$ cat src/rtl/seg_scan6_if.sv
// -----------------------------------------------------------------------------
// seg_scan6_if
// Bundle between the key-count logic and the six-digit display scanner.
//   data_i     [23:0] six hex nibbles, data_i[3:0] is digit 0 (rightmost)
//   dp_i       [5:0]  decimal-point enable per digit
//   blank_en_i        suppress leading zeros when 1
//   sel_o      [2:0]  binary index of the lit digit (0..5) to the 3-to-8 decoder
//   seg_o      [7:0]  active-low segments {dp,g,f,e,d,c,b,a}, common-anode
// master = producer of the value (and consumer of the pins), slave = scanner.
// -----------------------------------------------------------------------------
interface seg_scan6_if;
  logic [23:0] data_i;
  logic [5:0]  dp_i;
  logic        blank_en_i;
  logic [2:0]  sel_o;
  logic [7:0]  seg_o;

  modport master (
    output data_i, dp_i, blank_en_i,
    input  sel_o, seg_o
  );

  modport slave (
    input  data_i, dp_i, blank_en_i,
    output sel_o, seg_o
  );
endinterface : seg_scan6_if

$ cat src/rtl/seg_scan6.sv
// -----------------------------------------------------------------------------
// seg_scan6
// Time-multiplexes a six-digit hex value onto a common-anode seven-segment
// display. Each digit stays lit for SCAN_CNT clocks. The input value, dp
// enables and blanking mode are snapshotted once per frame (on the edge that
// returns to digit 0), so an update in the middle of a scan never tears.
//   clk  system clock, rising edge
//   rst  synchronous, active-high reset
//   bus  seg_scan6_if.slave: data_i/dp_i/blank_en_i in, sel_o/seg_o out
// Parameters:
//   SCAN_CNT  clocks per digit, >= 2
// -----------------------------------------------------------------------------
module seg_scan6 #(
  parameter int unsigned SCAN_CNT = 50_000
) (
  input  logic       clk,
  input  logic       rst,
  seg_scan6_if.slave bus
);

  localparam int unsigned PW = (SCAN_CNT > 1) ? $clog2(SCAN_CNT) : 1;
  localparam logic [PW-1:0] PCNT_LAST = PW'(SCAN_CNT - 1);
  localparam logic [2:0]    IDX_LAST  = 3'd5;

  // Active-low hex font; bit 7 (dp) is forced off here and applied separately.
  function automatic logic [6:0] hex7(input logic [3:0] n);
    logic [7:0] c;
    case (n)
      4'h0: c = 8'hC0;  4'h1: c = 8'hF9;  4'h2: c = 8'hA4;  4'h3: c = 8'hB0;
      4'h4: c = 8'h99;  4'h5: c = 8'h92;  4'h6: c = 8'h82;  4'h7: c = 8'hF8;
      4'h8: c = 8'h80;  4'h9: c = 8'h90;  4'hA: c = 8'h88;  4'hB: c = 8'h83;
      4'hC: c = 8'hC6;  4'hD: c = 8'hA1;  4'hE: c = 8'h86;  default: c = 8'h8E;
    endcase
    return c[6:0];
  endfunction

  logic [PW-1:0] pcnt_q, pcnt_d;
  logic [2:0]    idx_q, idx_d;
  logic [23:0]   frame_data_q;
  logic [5:0]    frame_dp_q;
  logic          frame_blank_q;
  logic [2:0]    sel_q;
  logic [7:0]    seg_q, seg_d;

  logic          tick, wrap;
  logic [23:0]   src_data;
  logic [5:0]    src_dp;
  logic          src_blank;
  logic [7:0]    dp_ext;
  logic [7:0]    zero_from;   // zero_from[i]: nibble i and all above are 0
  logic [3:0]    nibble;
  logic          blank_digit;

  // NOTE: every signal written here gets a default first so no path leaves a
  // value unassigned; a missed branch in combinational logic infers a latch.
  always_comb begin
    tick   = (pcnt_q == PCNT_LAST);
    wrap   = tick && (idx_q == IDX_LAST);
    pcnt_d = tick ? '0 : pcnt_q + PW'(1);

    idx_d = idx_q;
    if (wrap)      idx_d = 3'd0;
    else if (tick) idx_d = idx_q + 3'd1;

    // On the wrap edge digit 0 is decoded from the value being snapshotted,
    // so the first digit of a frame already shows the new data.
    src_data  = wrap ? bus.data_i     : frame_data_q;
    src_dp    = wrap ? bus.dp_i       : frame_dp_q;
    src_blank = wrap ? bus.blank_en_i : frame_blank_q;

    dp_ext = {2'b00, src_dp};

    zero_from      = 8'h00;
    zero_from[5]   = (src_data[23:20] == 4'h0);
    for (int i = 4; i >= 0; i--) begin
      zero_from[i] = zero_from[i+1] && (src_data[4*i +: 4] == 4'h0);
    end

    case (idx_d)
      3'd0:    nibble = src_data[3:0];
      3'd1:    nibble = src_data[7:4];
      3'd2:    nibble = src_data[11:8];
      3'd3:    nibble = src_data[15:12];
      3'd4:    nibble = src_data[19:16];
      3'd5:    nibble = src_data[23:20];
      default: nibble = 4'h0;
    endcase

    // Digit 0 is never blanked, so a value of zero still shows one "0".
    blank_digit = src_blank && (idx_d != 3'd0) && zero_from[idx_d];

    // The decimal point survives blanking.
    seg_d = {~dp_ext[idx_d], blank_digit ? 7'h7F : hex7(nibble)};
  end

  // NOTE: sequential state uses non-blocking assignments so every register
  // samples pre-edge values, independent of statement order.
  always_ff @(posedge clk) begin
    if (rst) begin
      pcnt_q        <= '0;
      idx_q         <= IDX_LAST;   // first tick wraps and snapshots a frame
      frame_data_q  <= '0;
      frame_dp_q    <= '0;
      frame_blank_q <= 1'b0;
      sel_q         <= IDX_LAST;
      seg_q         <= 8'hFF;
    end else begin
      pcnt_q <= pcnt_d;
      idx_q  <= idx_d;
      if (wrap) begin
        frame_data_q  <= bus.data_i;
        frame_dp_q    <= bus.dp_i;
        frame_blank_q <= bus.blank_en_i;
      end
      // sel and seg move together, only on tick edges.
      if (tick) begin
        sel_q <= idx_d;
        seg_q <= seg_d;
      end
    end
  end

  assign bus.sel_o = sel_q;
  assign bus.seg_o = seg_q;

endmodule : seg_scan6

$ cat src/flat_wrapper.sv
// flat-port wrapper written by rule: the top's interface ports become plain ports
module seg_scan6_flat 
#(
  parameter int unsigned SCAN_CNT = 50_000
)
  (clk, rst, bus_data_i, bus_dp_i, bus_blank_en_i, bus_sel_o, bus_seg_o);
  seg_scan6_if bus_i ();
  input  logic clk;
  input  logic rst;
  input wire logic [$bits(bus_i.data_i)-1:0] bus_data_i;
  input wire logic [$bits(bus_i.dp_i)-1:0] bus_dp_i;
  input wire logic [$bits(bus_i.blank_en_i)-1:0] bus_blank_en_i;
  output wire logic [$bits(bus_i.sel_o)-1:0] bus_sel_o;
  output wire logic [$bits(bus_i.seg_o)-1:0] bus_seg_o;
  assign bus_i.data_i = bus_data_i;
  assign bus_i.dp_i = bus_dp_i;
  assign bus_i.blank_en_i = bus_blank_en_i;
  assign bus_sel_o = bus_i.sel_o;
  assign bus_seg_o = bus_i.seg_o;
  seg_scan6 #(.SCAN_CNT(SCAN_CNT)) u_core (.clk(clk), .rst(rst), .bus(bus_i));
endmodule
$ cat config.mk
export PLATFORM = sky130hd
export DESIGN_NAME = seg_scan6_flat
export DESIGN_NICKNAME = d
export VERILOG_FILES = /design/src/rtl/seg_scan6_if.sv /design/src/rtl/seg_scan6.sv /design/src/flat_wrapper.sv
export SDC_FILE = /design/constraint.sdc
export NUM_CORES = 1
export LEC_CHECK = 0
export CAP_MARGIN = 30
export CORE_MARGIN = 10
export CORE_UTILIZATION = 50
export DETAILED_ROUTE_END_ITERATION = 10
export PLACE_DENSITY = 0.76
export SLEW_MARGIN = 20
export SYNTH_ARGS = -nofsm -noshare
export SYNTH_HDL_FRONTEND = slang
export SYNTH_SLANG_ARGS = --single-unit
$ cat constraint.sdc
create_clock -name clk -period 2.8 [get_ports clk]
set_input_delay 0.56 -clock clk [delete_from_list [all_inputs] [get_ports clk]]
set_output_delay 0.56 -clock clk [all_outputs]
set_load 0.03 [all_outputs]
# --- Word level (Yosys, flattened, before mapping) ---
# Memory sizes are Yosys's and may differ from the RTL's.
# Index checks and enable logic that the tools add are counted.
classes:
  n_mux: 11
  reduce_logical: 17
  eq_ne: 7
  bitwise: 1
  n_lt_le_gt_ge: 1
  n_addsub: 2
op_table:
  columns: ["cell", "n"]
  rows:
  - ["$logic_not 4->1", 6]
  - ["$mux 24", 1]
  - ["$pmux 4 s6", 1]
  - ["$add 16x1->16 const B", 1]
  - ["$eq 16x16->1 const B", 1]
  - ["$eq 3x3->1 const B", 3]
  - ["$logic_and 1x1->1", 8]
  - ["$mux 7", 1]
  - ["$bmux 1 s3", 2]
  - ["$eq 3x2->1 const B", 2]
  - ["$mux 3", 2]
  - ["$mux 6", 1]
  - ["$lt 3x4->1 const B", 1]
  - ["$add 3x1->3 const B", 1]
  - ["$eq 3x1->1 const B", 1]
  - ["$logic_not 3->1", 1]
  - ["$mux 1", 3]
  - ["$reduce_bool 3->1", 1]
  - ["$reduce_or 2->1", 1]
  - ["$not 1->1", 1]
totals:
  regBits: 61
  romBits: 112
  memories: 1
  out_inout_bits: 11
mem_list:
  columns: ["name", "depth", "word_bits", "rd", "rd_ports_with_merged_regs", "write_ports", "line", "text"]
  rows:
  - ["(name not given)", 16, 7, 1, 0, 0, "seg_scan6.sv:28", "case (n)"]

# --- Longest topological paths before layout ---
# Gate-level depths: netlist of run 1.
logic_depth:
  ltp_word: 13
  depth_mapped: 15
  depth_no_buf: 13

# --- Worst setup path before layout of run 1 ---
# No wires, ideal clock.
synth_timing:
  path_kind: "register -> register"
  start: "reg u_core.pcnt_q[0]"
  end: "reg u_core.seg_q[3], in the netlist u_core.bus.seg_o[3]"
  arrival_ns: 2.900
  period_less_slack_ns: 2.966
  t_required_ns: 2.734
  stages_incl_launch_ff: 16
  slack_ns: -0.166
  setup_time_ns: 0.066
  cell_sequence: "dfxtp_1 > ha_1 > and3_1 > buf_4 > and4_1 > buf_6 > mux2i_4 > buf_6 > o21ai_2 > o41ai_1 > a211o_2 > inv_1 > ha_1 > mux2i_1 > mux2_2 > a21oi_2"
synth_between:
  elab_chain_cells: 13
  word_cells_on_any_way: 31
synth_rtl:
  columns: ["element", "line", "text"]
  rows:
  - ["start: declaration", "seg_scan6.sv:37", "logic [PW-1:0] pcnt_q, pcnt_d;"]
  - ["start signal: assignment", "seg_scan6.sv:108", "pcnt_q <= pcnt_d;"]
  - ["$eq 16x16->1 *", "seg_scan6.sv:57", "tick = (pcnt_q == PCNT_LAST);"]
  - ["parallel branches: the longest is 12 deep, another holds $mem_v2 16x7", null, null]
  - ["end signal: assignment", "seg_scan6.sv:118", "seg_q <= seg_d;"]
  - ["end: declaration", "seg_scan6.sv:43", "logic [7:0] seg_q, seg_d;"]
# Mark *: on every way between the ends. The select of a mux whose other input is x is not followed.
# A chain may end at the register's enable or synchronous reset.

# --- Worst setup path in the final report of run 1 ---
layout_timing:
  start: "reg u_core.pcnt_q[1]"
  end: "reg u_core.seg_q[3], in the netlist u_core.bus.seg_o[3]"
# The elaborated chain is that of the path after synthesis.

==> summary.md, run 1 <==
| Metric | Value |
|---|---|
| Run status | finished with violations |
| Violated checks | negative setup slack |
| Site row count | 29 |
| Proportion of synthesized chip area in sequential cells | 36.27% |
| Nets | around 560 |
| Max-Cap Viols | 0 |
| Highest Clock Rate | 0.3495 GHz |
| Layout cells sized above 1 | 25.05% |
| Overall die width | 102.1 um |
| Final Cycle Share | 102.2% |
| Register Area | roughly 1200 um2 |
| Internal power | 0.001431 W |
| Layout overhead on the synthesized area | 40.06% |
| Multi-input logic area | between 2000 and 2500 um2 |
| Number of buffers created by CTS | 9 |
| Clock net sink count | 61 |
| Peak ir drop on the vdd network | 0.3116 mV |
| Final setup slack of the worst path | -0.06118 ns |
| Reg2Reg Launch Point | u_core.pcnt_q[1] |
| Number of different library cells in the post-synthesis netlist | 70 |
| Count of warnings emitted by yosys | 0 |
| Insertion delay of the later-clocked pin in the worst-skew pair | 0.35 ns |
| Clock transition at path regs | 0.07 ns |
| Post-layout utilization of the core | 73.01% |
| Pwr dens | 390.4 nW/um2 |
| Hold WS | approximately 0.46 ns |
| CTS tree | done |
| Die ar. | 10420 um2 |
| Leakage power figure | 1.782 nW |
| CP Class | flop to flop |
| Number of inserted diodes | 0 |
| Grt total ovfl | 0 |
| Min-Delay Path Class | flop to flop |
| Hold worst-path end | u_core.bus.sel_o[2] |
| Worst Reg2Reg Path Length in Cells | 15 |
| Number of antenna violations at the first check in global routing | 0 |
| Switching power as a share of total power | 22.26% |
| Pin count of the biggest net entering global routing | 28 |
| Number of setup violations in the final report | 3 |
| DRC violation count after routing | 0 |
| Number of buffers on the longest clock path | 2 |
| Most instantiated flip-flop cell in the synthesis netlist | dfxtp_1 |
| Relative contribution of combinational cells to total power | 4.9% |
| Core ar. | 6459 um2 |
| Pre-CTS WS | -0.2628 ns |
| Leading cell type in the layout, fill and taps excluded | nand2_1 |
| Async S/R FF share, synth | 0% |
| Highest Signal Layer | met4 |
| Routed wire length | a little under 10000 um |
| Worst max-slew margin expressed relative to the limit | 63.39% |
| GRT Util Overall | 18.97% |
| Worst clock skew on the final layout | 0.008770 ns |
| Reg-to-reg setup timing slack | -0.06 ns |
| Wire per inst | 16.43 um |
| Routed length on met1 | 4253 um |
| Height of the die | just over 100 um |
| Critical-path maximum fanout | 6 |
| Number of hold violations in the final report | 0 |
| First-pass GRT wire length | 15750 um |
| First-pass iteration count of the detailed router | 5 |
| Vias per std cell | 5.753 |
| Number of I/O pins | 44 |
| Portion of total power attributed to the clock network | 47.6% |
| Min-Delay Startpoint | u_core.bus.sel_o[2] |
| Number of I/O port buffers | between 40 and 50 |
| Number of stages on the worst hold path | 1 |
| Starting density of the core | 52.13% |
| Slew @ Worst Pin | between 0.5 and 0.6 ns |
| Weighted congestion reported at the end of routability-driven placement | 0.9906 |
| Post-synthesis area per instance | 8.017 um2 |
| Cell Area, Synth | 3367 um2 |
| Number of inserted filler cells in the final layout | 457 |
| RSZ-0062 raised after global routing | true |
| H-Tree Depth | 3 |
| Most frequent cells in the layout | 92 x nand2_1, 65 x buf_4, 58 x dfxtp_1 |
| Syn Nets | 461 |
| Endpoint type of the worst setup path | flop |
| Met2 WL post-DR | 4752 um |
| Iteration-0 DRC Markers | 206 |
| Hold buffers post-CTS | 0 |
| Max-slew violation total from the final report | 0 |
| Routed met3 length | 690 um |
| Endpoint of the most critical register-to-register path | u_core.bus.seg_o[3] |
| Signal arrival time at the worst endpoint | 3.15 ns |
| Number of register bits inferred by synthesis | 61 |
| Half-perimeter wire length after placement | 7292 um |
| Antenna Violating Nets Remaining | 0 |
| Via count of the first global-routing pass | ~3300 |
| Required time at the worst-slack endpoint | slightly above 3 ns |
| Min Clock Period, post-route | 2.861 ns |
| Share of power burned in registers | 47.5% |
| Cells after synthesis | 420 |
| Startpoint type of the worst setup path | flop |
| Switching power of the nets | 0.0004099 W |
| Number of enable-type register cells in the synthesized netlist | 0 |
| Clk Tree Root Cell | clkbuf_8 |
| Via total after detailed routing | between 3000 and 4000 |
## stage by stage
step / instances / TNS [ns] / area, um2 / total power (W)
after global placement: 579 / -0.5880 / 4309 / 0.0009804
final: 600 / -0.1128 / 4716 / 0.001841
after floorplan: 420 / -0.1894 / 3427 / 0.0009170
after detailed placement: 579 / -1.434 / 4309 / 0.0009828
after CTS: 598 / -0.03202 / 4659 / 0.001853
after global routing: 600 / -0.7624 / 4716 / 0.001896
## cell type report
class	instances	area share [%]
flip-flops and latches	61	25.97
multi-input cells	322	45.05
clock inverters	7	2.096
repair buffers	114	21.36
well taps	77	2.043
clock buffers	9	2.627
inverters	10	0.8490
## kinds of logic (layout without fill, tap and decap cells)
group,after synthesis,in the layout,share of synthesized area (%)
AO/OA/AOI/OAI,98,98,19.32
flip-flops,61,61,36.27
AND/OR/NAND/NOR,182,182,25.38
XOR/XNOR,15,15,3.902
buffers and inverters,37,140,5.425
multiplexers,19,19,6.726
adder cells (fa/ha/maj),8,8,2.973
## state kept, by name, summed over array words and instances (netlist names)
name,cells
u_core.bus.seg_o,8
u_core.idx_q,3
u_core.frame_data_q,24
u_core.bus.sel_o,3
u_core.pcnt_q,16
u_core.frame_dp_q,6
u_core.frame_blank_q,1
## per-layer routing
metal | vias to the layer above | global-route usage (%)
met1 | 1622 | 23.61
met3 | 20 | 5.128
met2 | 135 | 30.57
met4 | 0 | 7.375
met5 | - | 0
li1 | 1675 | -
## power groups by stage
| stage | combinational, W | sequential (W) | clock, W |
|---|---|---|---|
| after floorplan | 0.0000217 | 0.000895 | 0 |
| after global placement | 0.0000860 | 0.000894 | 0 |
| after detailed placement | 0.0000880 | 0.000895 | 0 |
| after CTS | 0.0000885 | 0.000875 | 0.000890 |
| after global routing | 0.0000956 | 0.000875 | 0.000926 |
| final | 0.0000895 | 0.000875 | 0.000877 |
## Yosys cell counts (all sizes together) (2+ instances only)
cell	count	area, um2
nand3	12	65.06
nand2b	4	25.02
dfxtp	61	1221
xor2	9	78.83
a21o	2	15.01
a21oi	45	229.0
nand2	94	355.3
o211ai	3	32.53
mux2	6	71.31
nand4	5	31.28
nor4	8	50.05
clkbuf	14	52.55
o221ai	3	32.53
a31o	2	26.28
a211oi	2	15.01
and4bb	2	25.02
o21ai	15	82.58
and4	2	17.52
nand4b	2	17.52
a31oi	5	31.28
buf	13	92.58
xnor2	6	52.55
o32ai	2	25.03
inv	10	37.54
a22oi	3	27.52
o21a	2	15.01
ha	8	100.1
a211o	3	27.53
mux2i	13	155.2
and3	7	43.79
nor2	34	127.6
nand3b	2	15.01
o2111ai	2	17.52
## how the worst max path moves through the flow
stage	depth (start not counted)	from	slack, ns	endpoint
global placement	12	u_core.pcnt_q[4]	-0.14	u_core.bus.seg_o[6]
global route	12	u_core.pcnt_q[14]	-0.15	u_core.bus.seg_o[3]
detailed placement	13	u_core.pcnt_q[14]	-0.26	u_core.bus.seg_o[6]
CTS	12	u_core.pcnt_q[1]	-0.02	u_core.bus.seg_o[3]
floorplan	15	u_core.pcnt_q[0]	-0.09	u_core.bus.seg_o[3]
finish	15	u_core.pcnt_q[1]	-0.06	u_core.bus.seg_o[3]
## worst max-delay path, cell delays in order (launching register included)
cell and delay (ns):
dfxtp_2 0.36, ha_4 0.14, and3_4 0.18, and4_4 0.27, buf_12 0.14, buf_8 0.12, nand2_1 0.11, buf_4 0.18
o21a_1 0.19, a21oi_1 0.14, a211o_2 0.20, inv_4 0.06, ha_4 0.27, mux2i_1 0.06, mux2_4 0.27, a21oi_2 0.11
## timing repair
action | 4_1_cts | 5_1_grt
setup buffers | 3 | 2
endpoints found under the setup margin | 7 | 7
gates resized for setup | 22 | 8
pin swaps | 6 | 7
Note: power is estimated with default switching activity, not from simulation.
==> inputs of run 2 (changes only) <==
--- a/config.mk
+++ b/config.mk
@@ -7,9 +7,10 @@
 export LEC_CHECK = 0
 export CAP_MARGIN = 30
 export CORE_MARGIN = 10
-export CORE_UTILIZATION = 50
+export CORE_UTILIZATION = 52
+export CTS_BUF_LIST = sky130_fd_sc_hd__clkbuf_2
 export DETAILED_ROUTE_END_ITERATION = 10
-export PLACE_DENSITY = 0.76
+export PLACE_DENSITY = 0.79
 export SLEW_MARGIN = 20
 export SYNTH_ARGS = -nofsm -noshare
 export SYNTH_HDL_FRONTEND = slang
==> summary.md, run 2 (synthesis gave the netlist of run 1 again) <==
| Metric | Value |
|---|---|
| Site row count | 29 (unchanged) |
| Highest Signal Layer | met4 (unchanged) |
| Overall die width | 100.5 um (was 102.1 um) |
| Wire per inst | 16.72 um (was 16.43 um) |
| First-pass GRT wire length | 15810 um (was 15750 um) |
| Pin count of the biggest net entering global routing | 40 (was 28) |
| Number of antenna violations at the first check in global routing | 0 (unchanged) |
| Number of inserted diodes | 0 (unchanged) |
| Nets | 552 (was 559) |
| Max-slew violation total from the final report | 0 (unchanged) |
| Max-Cap Viols | 0 (unchanged) |
| Via total after detailed routing | 3456 (was 3452) |
| Reg-to-reg setup timing slack | -0.1 ns (was -0.06 ns) |
| Switching power as a share of total power | 24.65% (was 22.26%) |
| Signal arrival time at the worst endpoint | 3.37 ns (was 3.15 ns) |
| CTS tree | done (unchanged) |
| Highest Clock Rate | 0.3453 GHz (was 0.3495 GHz) |
| Number of setup violations in the final report | 7 (was 3) |
| Switching power of the nets | 0.0003662 W (was 0.0004099 W) |
| Placed Cells incl. Taps | 572 (was 579) |
| Via count of the first global-routing pass | 3345 (was 3281) |
| Run status | finished with violations (unchanged) |
| Starting density of the core | 53.33% (was 52.13%) |
| Internal power | 0.001119 W (was 0.001431 W) |
| DRC violation count after routing | 0 (unchanged) |
| Worst max-slew margin expressed relative to the limit | 60.83% (was 63.39%) |
| Startpoint type of the worst setup path | flop (unchanged) |
| Leakage power figure | 1.691 nW (was 1.782 nW) |
| Routed wire length | 9896 um (was 9858 um) |
| Hold WS | 0.4752 ns (was 0.4598 ns) |
| Clock net sink count | 61 (unchanged) |
| Number of buffers on the longest clock path | 2 (unchanged) |
| Half-perimeter wire length after placement | 7170 um (was 7292 um) |
| Peak ir drop on the vdd network | 0.3442 mV (was 0.3116 mV) |
| Antenna Violating Nets Remaining | 0 (unchanged) |
| Post-layout utilization of the core | 71.32% (was 73.01%) |
| Pwr dens | 329.8 nW/um2 (was 390.4 nW/um2) |
| Number of hold violations in the final report | 0 (unchanged) |
| Final setup slack of the worst path | -0.09626 ns (was -0.06118 ns) |
| Setup Total Neg Slack | -0.3888 ns (was -0.1128 ns) |
| Share of power burned in registers | 59.0% (was 47.5%) |
| Core ar. | 6314 um2 (was 6459 um2) |
| Slew @ Worst Pin | 0.5822 ns (was 0.5442 ns) |
| Critical-path maximum fanout | 12 (was 6) |
| Portion of total power attributed to the clock network | 35.3% (was 47.6%) |
| Routed length on met1 | 4272 um (was 4253 um) |
| Met2 WL post-DR | 4567 um (was 4752 um) |
| Largest register FFs | 24 (unchanged) |
| Grt total ovfl | 0 (unchanged) |
| Number of I/O pins | 44 (unchanged) |
| Most frequent cells in the layout | 91 x nand2_1, 60 x buf_4, 56 x dfxtp_1 (was 92 x nand2_1, 65 x buf_4, 58 x dfxtp_1) |
| CP Class | flop to flop (unchanged) |
| Largest reg by FF count | u_core.frame_data_q (unchanged) |
| Required time at the worst-slack endpoint | 3.28 ns (was 3.09 ns) |
| RSZ-0062 raised after global routing | true (unchanged) |
| Endpoint type of the worst setup path | flop (unchanged) |
| Relative contribution of combinational cells to total power | 5.7% (was 4.9%) |
| Height of the die | 100.5 um (was 102.1 um) |
| Number of buffers created by CTS | 9 (unchanged) |
| Iteration-0 DRC Markers | 256 (was 206) |
| Vias per std cell | 5.838 (was 5.753) |
| GRT Util Overall | 18.99% (was 18.97%) |
| Final Non-Filler Cells | 592 (was 600) |
| Weighted congestion reported at the end of routability-driven placement | 0.9587 (was 0.9906) |
| Leading cell type in the layout, fill and taps excluded | nand2_1 (unchanged) |
| Min Clock Period, post-route | 2.896 ns (was 2.861 ns) |
| Number of I/O port buffers | 43 (unchanged) |
| Worst clock skew on the final layout | 0.04844 ns (was 0.008770 ns) |
| Insertion delay of the later-clocked pin in the worst-skew pair | 0.52 ns (was 0.35 ns) |
| Clock transition at path regs | 0.21 ns (was 0.07 ns) |
| First-pass iteration count of the detailed router | 4 (was 5) |
| Final Cycle Share | 103.4% (was 102.2%) |
| Layout overhead on the synthesized area | 33.74% (was 40.06%) |
| Number of inserted filler cells in the final layout | 513 (was 457) |
| Clk Tree Root Cell | clkbuf_2 (was clkbuf_8) |
| Routed met3 length | 776 um (was 690 um) |
| Min-Delay Path Class | flop to flop (unchanged) |
| Layout cells sized above 1 | 23.69% (was 25.05%) |
| Die ar. | 10090 um2 (was 10420 um2) |
| H-Tree Depth | 3 (unchanged) |
| Violated checks | negative setup slack (unchanged) |
==> run 2: worst max-delay path, cell delays in order (launching register included) <==
cell      delay (ns)
dfxtp_2         0.38
nor4bb_4        0.29
and4_4          0.31
buf_6           0.18
mux2_4          0.35
buf_4           0.17
a22oi_2         0.25
o32ai_2         0.13
a31o_4          0.27
mux2i_1         0.13
mux2_4          0.27
a21oi_2         0.11
==> run 2: power by group through the flow <==
stage	Sequential [W]	Clock [W]	Combinational, W
2_1_floorplan	0.000895	0	0.0000217
3_3_place_gp	0.000894	0	0.0000840
3_5_place_dp	0.000895	0	0.0000853
4_1_cts	0.000876	0.000528	0.0000858
5_1_grt	0.000877	0.000566	0.0000920
6_report	0.000876	0.000524	0.0000853
==> run 2: worst paths after layout <==
path / start / end / depth (start not counted)
setup / recovery: u_core.pcnt_q[13] / u_core.bus.seg_o[3] / 11
hold / removal: u_core.frame_blank_q / u_core.frame_blank_q / 2
setup reg to reg: u_core.pcnt_q[13] / u_core.bus.seg_o[3] / 11
hold reg to reg: u_core.frame_blank_q / u_core.frame_blank_q / 2
==> run 2: layout make-up <==
type	count	area [um2]	share of cell area (%)
Multi-Input combinational cell	322	2113	46.93
Sequential cell	61	1227	27.26
Timing Repair Buffer	107	925.9	20.56
Tap cell	77	96.34	2.139
Clock inverter	6	55.05	1.223
Clock buffer	9	45.04	1.000
Inverter	10	40.04	0.8891
==> run 2: per-stage QoR <==
| stage | power [W] | area (um2) | setup WS [ns] |
|---|---|---|---|
| detailed placement | 0.0009799 | 4244 | -0.2326 |
| global route | 0.001535 | 4503 | -0.1607 |
| global placement | 0.0009783 | 4244 | -0.1446 |
| finish | 0.001485 | 4503 | -0.09626 |
| floorplan | 0.0009170 | 3427 | -0.09246 |
| CTS | 0.001490 | 4452 | -0.02844 |
==> run 2: metal layers <==
metal / global-route usage [%] / up-vias
met5: 0 / -
met4: 8.804 / 0
met3: 5.075 / 31
met2: 30.02 / 152
met1: 23.47 / 1619
li1: - / 1654
==> run 2: repair_timing <==
action / in CTS / in global routing
endpoints found under the hold margin: 0 / 0
setup buffers: 3 / 2
endpoints found under the setup margin: 7 / 7
pin swaps: 6 / 8
cloned: 0 / 0
resized for setup: 21 / 8
hold buffers: 0 / 0
